## src/rtl/mem_access.sv

```systemverilog
// mem_access: MEM stage of the RISC-V pipeline.
// Runs loads and stores over a shared 8-bit memory bus, one byte per granted
// cycle. While an access is in progress it holds upstream stages with
// stall_req. Non-memory instructions pass straight through to writeback.
//
// Ports:
//   clk, rst            clock, asynchronous active-high reset
//   rdy                 global ready; low freezes all state
//   we_in/waddr_in/wdata_in   register-write info from EX
//   ma_we, ma_re        store / load request (store wins)
//   ma_width            [1:0] 00 byte, 01 half, 1x word; [2] zero-extend load
//   ma_addr, ma_wdata   byte address, store data
//   mem_gnt, mem_din    bus grant, read byte (valid cycle after address)
//   mem_req, mem_a, mem_wr, mem_dout   bus request, address, strobe, write byte
//   we, waddr, wdata    to MEM/WB
//   stall_req           hold all upstream stages
module mem_access (
    input  logic        clk,
    input  logic        rst,
    input  logic        rdy,
    input  logic        we_in,
    input  logic [4:0]  waddr_in,
    input  logic [31:0] wdata_in,
    input  logic        ma_we,
    input  logic        ma_re,
    input  logic [2:0]  ma_width,
    input  logic [31:0] ma_addr,
    input  logic [31:0] ma_wdata,
    input  logic        mem_gnt,
    input  logic [7:0]  mem_din,
    output logic        mem_req,
    output logic [31:0] mem_a,
    output logic        mem_wr,
    output logic [7:0]  mem_dout,
    output logic        we,
    output logic [4:0]  waddr,
    output logic [31:0] wdata,
    output logic        stall_req
);

    typedef enum logic [1:0] {StIdle, StXfer, StDone} state_e;

    state_e      r_state;
    state_e      w_state_d;
    logic [2:0]  r_cnt;
    logic        r_pend;
    logic [1:0]  r_pidx;
    logic [31:0] r_buf;
    logic [31:0] r_addr;
    logic [31:0] r_data;
    logic [2:0]  r_width;
    logic        r_store;

    logic        w_mem_op;
    logic [2:0]  w_n;
    logic        w_issue;
    logic [7:0]  w_store_byte;
    logic [31:0] w_load_val;

    assign w_mem_op = ma_we | ma_re;

    always_comb begin
        unique case (r_width[1:0])
            2'b00:   w_n = 3'd1;
            2'b01:   w_n = 3'd2;
            default: w_n = 3'd4;
        endcase
    end

    // A byte goes out only when granted and bytes remain.
    assign w_issue      = (r_state == StXfer) && mem_gnt && (r_cnt < w_n);
    assign w_store_byte = r_data[{r_cnt[1:0], 3'b000} +: 8];

    // Sign- or zero-extension of the assembled load value.
    always_comb begin
        unique case (r_width[1:0])
            2'b00:   w_load_val = {{24{~r_width[2] & r_buf[7]}}, r_buf[7:0]};
            2'b01:   w_load_val = {{16{~r_width[2] & r_buf[15]}}, r_buf[15:0]};
            default: w_load_val = r_buf;
        endcase
    end

    always_comb begin
        w_state_d = r_state;
        unique case (r_state)
            StIdle: begin
                if (w_mem_op) w_state_d = StXfer;
            end
            StXfer: begin
                if (r_store) begin
                    if (w_issue && (r_cnt + 3'd1 == w_n)) w_state_d = StDone;
                end else begin
                    // Last byte is issued; leave once its read data is captured.
                    if (r_pend && (r_cnt == w_n)) w_state_d = StDone;
                end
            end
            default: w_state_d = StIdle;
        endcase
    end

    always_ff @(posedge clk or posedge rst) begin
        if (rst) begin
            r_state <= StIdle;
            r_cnt   <= 3'd0;
            r_pend  <= 1'b0;
            r_pidx  <= 2'd0;
            r_buf   <= 32'd0;
            r_addr  <= 32'd0;
            r_data  <= 32'd0;
            r_width <= 3'd0;
            r_store <= 1'b0;
        end else if (rdy) begin
            r_state <= w_state_d;
            unique case (r_state)
                StIdle: begin
                    if (w_mem_op) begin
                        r_addr  <= ma_addr;
                        r_data  <= ma_wdata;
                        r_width <= ma_width;
                        r_store <= ma_we;
                        r_cnt   <= 3'd0;
                        r_pend  <= 1'b0;
                    end
                end
                StXfer: begin
                    // Capture is independent of grant; grant loss only pauses issue.
                    if (r_pend) r_buf[{r_pidx, 3'b000} +: 8] <= mem_din;
                    r_pend <= w_issue & ~r_store;
                    if (w_issue) begin
                        r_cnt  <= r_cnt + 3'd1;
                        r_pidx <= r_cnt[1:0];
                    end
                end
                default: ;
            endcase
        end
    end

    always_comb begin
        mem_req   = 1'b0;
        mem_a     = 32'd0;
        mem_wr    = 1'b0;
        mem_dout  = 8'd0;
        we        = 1'b0;
        waddr     = 5'd0;
        wdata     = 32'd0;
        stall_req = 1'b0;
        if (!rst) begin
            unique case (r_state)
                StIdle: begin
                    if (w_mem_op) begin
                        stall_req = 1'b1;
                    end else begin
                        we    = we_in;
                        waddr = waddr_in;
                        wdata = wdata_in;
                    end
                end
                StXfer: begin
                    mem_req   = 1'b1;
                    stall_req = 1'b1;
                    if (w_issue) begin
                        mem_a    = r_addr + {29'd0, r_cnt};
                        mem_wr   = r_store & rdy;
                        mem_dout = r_store ? w_store_byte : 8'd0;
                    end
                end
                default: begin
                    we    = we_in;
                    waddr = waddr_in;
                    wdata = r_store ? wdata_in : w_load_val;
                end
            endcase
        end
    end

endmodule
```

## config.mk

```make
export PLATFORM = sky130hd
export DESIGN_NAME = mem_access
export DESIGN_NICKNAME = d
export VERILOG_FILES = /design/src/rtl/mem_access.sv
export SDC_FILE = /design/constraint.sdc
export NUM_CORES = 1
export LEC_CHECK = 0
export CAP_MARGIN = 20
export CORE_MARGIN = 4
export CORE_UTILIZATION = 36
export DETAILED_ROUTE_END_ITERATION = 10
export MAX_ROUTING_LAYER = met4
export PLACE_DENSITY = 0.72
export SLEW_MARGIN = 10
export SYNTH_ARGS = -nofsm -noshare
export SYNTH_HDL_FRONTEND = slang
export SYNTH_SLANG_ARGS = --single-unit
```

## constraint.sdc

```tcl
create_clock -name clk -period 12.03 [get_ports clk]
set_input_delay 2.406 -clock clk [delete_from_list [all_inputs] [get_ports clk]]
set_output_delay 2.406 -clock clk [all_outputs]
set_load 0.005 [all_outputs]
```

== Word level (Yosys, flattened, before mapping) ==
Index checks and enable logic that the tools add are counted.
Operators by class
  magnitude comparators: 1
  muxes and demuxes: 38
  equality and inequality tests: 8
  bitwise gates (word level): 7
  reduce and logical (&&, ||, !) cells: 13
  add/subtract/negate cells: 3
  shift-type cells: 3
Operator list (number)
  32-bit two-way mux: 6
  32-bit one-hot mux with 2 select lines: 2
  32-bit by 3-bit adder with 32-bit output: 1
  32-bit bitwise mux: 1
  8-bit two-way mux: 4
  8-bit by 7-bit variable shift with 32-bit output (first input constant): 1
  32-bit by 6-bit variable part select with 8-bit output: 1
  8-bit by 7-bit variable part select with 32-bit output: 1
  3-bit one-hot mux with 2 select lines: 2
  3-bit AND reduction: 4
  1-bit two-way mux: 10
  5-bit two-way mux: 2
  5-bit one-hot mux with 2 select lines: 1
  2-bit two-way mux: 4
  4-bit AND reduction: 2
  5-bit negation with 7-bit output: 1
  3-bit equality test: 2
  3-bit two-way mux: 2
  3-bit by 2-bit != test with 1-bit output (second input constant): 2
  1-bit one-hot mux with 2 select lines: 3
  1-bit AND: 4
  2-bit by 1-bit equality test with 1-bit output (second input constant): 2
  1-bit logical AND: 4
  2-bit logical NOT: 2
  other kinds (7): 9
Storage, ports and cells
  output and inout bits: 81
  register bits: 108
  bits of input ports: 119
  logic and storage cells: 82

== Depth between registers and ports, before layout ==
  depth in word-level cells: 8
  gate-level depth with buffers: 11
  mapped depth without buffers: 8

== Worst setup path before layout ==
No wires, ideal clock.
  path kind: input-to-output
  start: in rst
  end: out wdata[10]
  buffers on the path: 1
  setup slack: 3.955 ns
  data arrival time: 5.669 ns
  data required time: 9.624 ns
  stages on the path: 4
  cell sequence: inv_1 > o21ai_1 > clkbuf_1 > nor3_1
On the way
  longest elaborated chain between the ends: 1
Ends and longest elaborated chain
  start: declaration: line 19  | input logic rst,
  32-bit two-way mux: line 148  | if (!rst) begin
  end: declaration: line 37  | output logic [31:0] wdata,
Every way passes these cells.

== Worst setup path in the final report ==
  start: in rst
  end: out mem_a[2]
On the way
  longest elaborated chain between the ends: 1
Ends and longest elaborated chain
  32-bit two-way mux: line 148
  end: declaration: line 32  | output logic [31:0] mem_a,
Every way passes these cells.

==> flow_results.org <==
** Status
- Status :: completed

** Min path
- Class of the tightest hold or removal check :: flip-flop to flip-flop

** GRT
- Vias in the first global route :: 5,209
- Summed over all layers, the global routing overflow is 0.
- Across every metal layer, demand over resource in global routing totals 0.1753.
- The initial antenna violation count came to 2.
- Wire length of the first global-routing pass :: about 27 mm
- Pin count of the biggest net entering global routing :: 60

** STA
- The routed design could run at a clock period as short as about 7100 ps.
- Of the available clock period, the critical path in the final layout requires 0.5891.
- Max Transition Viols Final :: 0
- At the pin with the least slew margin, the transition time is around 990 ps.
- Derived from the worst setup path, the maximum achievable clock frequency is between 100 and 150 MHz.
- Hold Fails Final Rpt :: 0
- Setup violations remaining at the end of the flow were counted as 0.
- Post-route worst setup slack :: just under 5000 ps
- Relative slew margins :: 0.3353
- Final hold analysis gives a worst-case slack of approximately 480 ps.
- Setup repair after global routing left no endpoint under its margin.
- Clock skew on the completed layout was measured at 6.559 ps.
- Setup TNS :: 0 ps

** Detailed routing
- In this run the remaining antenna-violating nets after routing total 0.
- For this block, the initial DRC count from the detailed router was between 300 and 400.
- Via total after detailed routing :: around 5,300
- Detailed-route wire length per cell :: 15.80 um
- Using the TritonRoute via totals, the vias-per-cell ratio works out to ~5.
- After detailed routing, the number of remaining DRC violations is 0.
- For this block, the routed nets add up to 16.69 mm of wire.
- The pre-antenna-repair detailed-routing pass consisted of 4 iterations.

** Clock tree
- The number of clock buffers added by TritonCTS is 9.
- Counting along the longest clock path gives a buffer depth of 2.
- Buffers added to address setup during post-CTS repair amount to 0.
- TritonCTS clock tree :: yes
- In this run, post-CTS hold repair placed 0 buffers.
- Once the clock tree was built, the resizer swapped 0 gates to a different size.
- The later pin in the worst-skew pair is clocked with a latency of 350 ps.
- After clock tree synthesis, the clock-pin slew on the worst setup and hold paths is about 60 ps.
- Clock Tree Root :: sky130_fd_sc_hd__clkbuf_16
- Sink Count :: approximately 110
- The H-tree generated during clock tree synthesis spans 3 levels.

** Die
- The floorplan step defined a die boundary enclosing between 15,000 and 20,000 um^2.
- Measured along the x axis, the die boundary spans roughly 140 um.
- 200 I/O pins were placed.
- Starting Density :: 0.3700
- Die boundary height :: 139.0 um
- Std-Cell Core Area :: ~17,000 um^2
- The initialized floorplan defines 47 standard-cell rows.

** Pwr
- Summed over all cells, the static leakage comes to about 3.4 nW.
- Power Dens Cells :: approximately 180 nW/um^2
- IR analysis of the VDD net gives a maximum drop of ~0.09 mV.
- The design draws 1.592 mW.

** Worst setup path
- At the worst endpoint, the arrival time is 4680 ps.
- Worst setup SP type :: input pin
- Critical path type :: input pin to primary output
- Data on the critical path is required at its endpoint by slightly below 10,000 ps.
- Critical path peak fanout :: 31
- STA classifies the critical path endpoint as a primary output.

** Job
- The tool flagged a number of max-cap violations equal to 0.

** Logic synthesis
- After synthesis the netlist holds a flip-flop and latch count of between 100 and 150.
- Yosys synthesis warning count :: 0
- Number of distinct library cells after synthesis :: 46
- Synth Area per Inst :: ~9.5 um^2
- Mapped Cells :: 650
- Total nets after synthesis :: 782
- Post-synthesis sequential area ratio :: 0.4373
- Top area cells in the synthesized netlist :: sky130_fd_sc_hd__dfrtp_1 (44%), sky130_fd_sc_hd__mux2_2 (7.8%), sky130_fd_sc_hd__nand2_1 (7.4%)
- In this run the cell area of the synthesized design comes to a little over 6000 um^2.
- Summed over all instances, the cell type with the most area after synthesis is sky130_fd_sc_hd__dfrtp_1.
- Top-area cell type share of the netlist area :: 0.4373

** Placed design
- Before CTS, the worst setup slack after placement is between 4000 and 5000 ps.
- Placed Instances :: 1,038
- Port Buffer Count :: around 200
- Post-detailed-placement half-perimeter wirelength :: 12.31 mm
- After detailed placement, the total cell area comes to around 8400 um^2.
- Final Wtd Congestion :: approximately 0.84

** Final layout
- Relative to the synthesized area, the layout overhead comes to 39.70%.
- The finished layout holds roughly 1,100 standard cells, fillers aside.
- Measured on the finished design, the core utilization comes to 0.5169.
- After the last flow step, the layout net total stands at around 960.
- Leading cell types in the layout, fill and taps excluded :: sky130_fd_sc_hd__clkdlybuf4s50_1 (199), sky130_fd_sc_hd__nand2_1 (122), sky130_fd_sc_hd__dfrtp_1 (108), sky130_fd_sc_hd__nor2_1 (51), sky130_fd_sc_hd__mux2_2 (43)
- Leading cell type in the layout, fill and taps excluded :: sky130_fd_sc_hd__clkdlybuf4s50_1
- Of the cells placed in the final design, the portion with a size suffix greater than 1 is 0.1043.
- Final instance area :: 8633 um^2
==> synthesized netlist by cell type, drive strengths merged <==
library cell and instances:
a2111oi 1, a21o 1, a21oi 36, a31oi 1, a32o 1, and2 12
and3 12, and4 5, and4bb 1, buf 11, clkbuf 26, dfrtp 108
fa 1, ha 12, inv 15, mux2 63, mux2i 3, mux4 8
nand2 122, nand2b 4, nand3 9, nand4 5, nor2 52, nor2b 6
nor3 17, nor3b 4, nor4 6, nor4b 4, o211a 1, o211ai 17
o21a 2, o21ai 49, o22ai 1, or2 1, or3 2, xnor2 20
xor2 11
==> cells by family (layout without fill, tap and decap cells) <==
| kind of cell | count (synthesis) | after routing | synth area share |
|---|---|---|---|
| compound gates | 110 | 110 | 0.09982 |
| xor+xnor | 31 | 31 | 0.04394 |
| fa+ha+maj | 13 | 13 | 0.02754 |
| buf+inv | 52 | 236 | 0.03442 |
| flops | 108 | 108 | 0.4373 |
| mux | 74 | 74 | 0.1488 |
| other cells | 0 | 2 | 0 |
| simple gates | 262 | 262 | 0.2081 |
==> critical path: stages <==
cell and delay, ps:
sky130_fd_sc_hd__clkdlybuf4s50_1 500, sky130_fd_sc_hd__nor2_1 220, sky130_fd_sc_hd__nand2_1 600, sky130_fd_sc_hd__nor3_1 380, sky130_fd_sc_hd__clkdlybuf4s50_1 550
==> flip-flops by register name (all words and copies together) (netlist names) <==
register and cells:
r_cnt 3, r_pidx 2, r_state 2, r_width 3, r_pend 1, r_addr 32
r_data 32, r_store 1, r_buf 32
==> where the power goes <==
group	leakage, nW	internal, mW	switching (mW)
combinational	1.93	0.359	0.296
clock	0.135	0.150	0.127
sequential	1.36	0.514	0.145
==> layer usage <==
layer  vias up  GRT usage  routed length, um
met5         -          -                  0
met4         0    0.05716                278
met3        19    0.04414               1072
met2       150     0.2690               7694
met1      2495     0.2287               7640
li1       2607          -                  -
==> path summary, 6_finish.rpt <==
path,from,endpoint,slack [ps],cells after the start
max reg2reg,r_cnt[0],r_state[1],9500,6
min in group asynchronous,rst,r_data[8],2600,2
max,rst,mem_a[2],4940,5
min,r_data[22],r_data[22],480,1
max in group asynchronous,rst,r_addr[19],8240,3
min reg2reg,r_data[22],r_data[22],480,1
==> layout make-up <==
class / count / area [um^2]
fillers: 1562 / 8068
multi-input cells: 490 / 3277
flip-flops and latches: 108 / 2703
repair buffers: 206 / 2044
well taps: 220 / 275.3
clock buffers: 13 / 260.3
inverters: 15 / 58.81
clock inverters: 2 / 10.01
diodes: 2 / 5.005
Power figures use the tool's default switching activity.
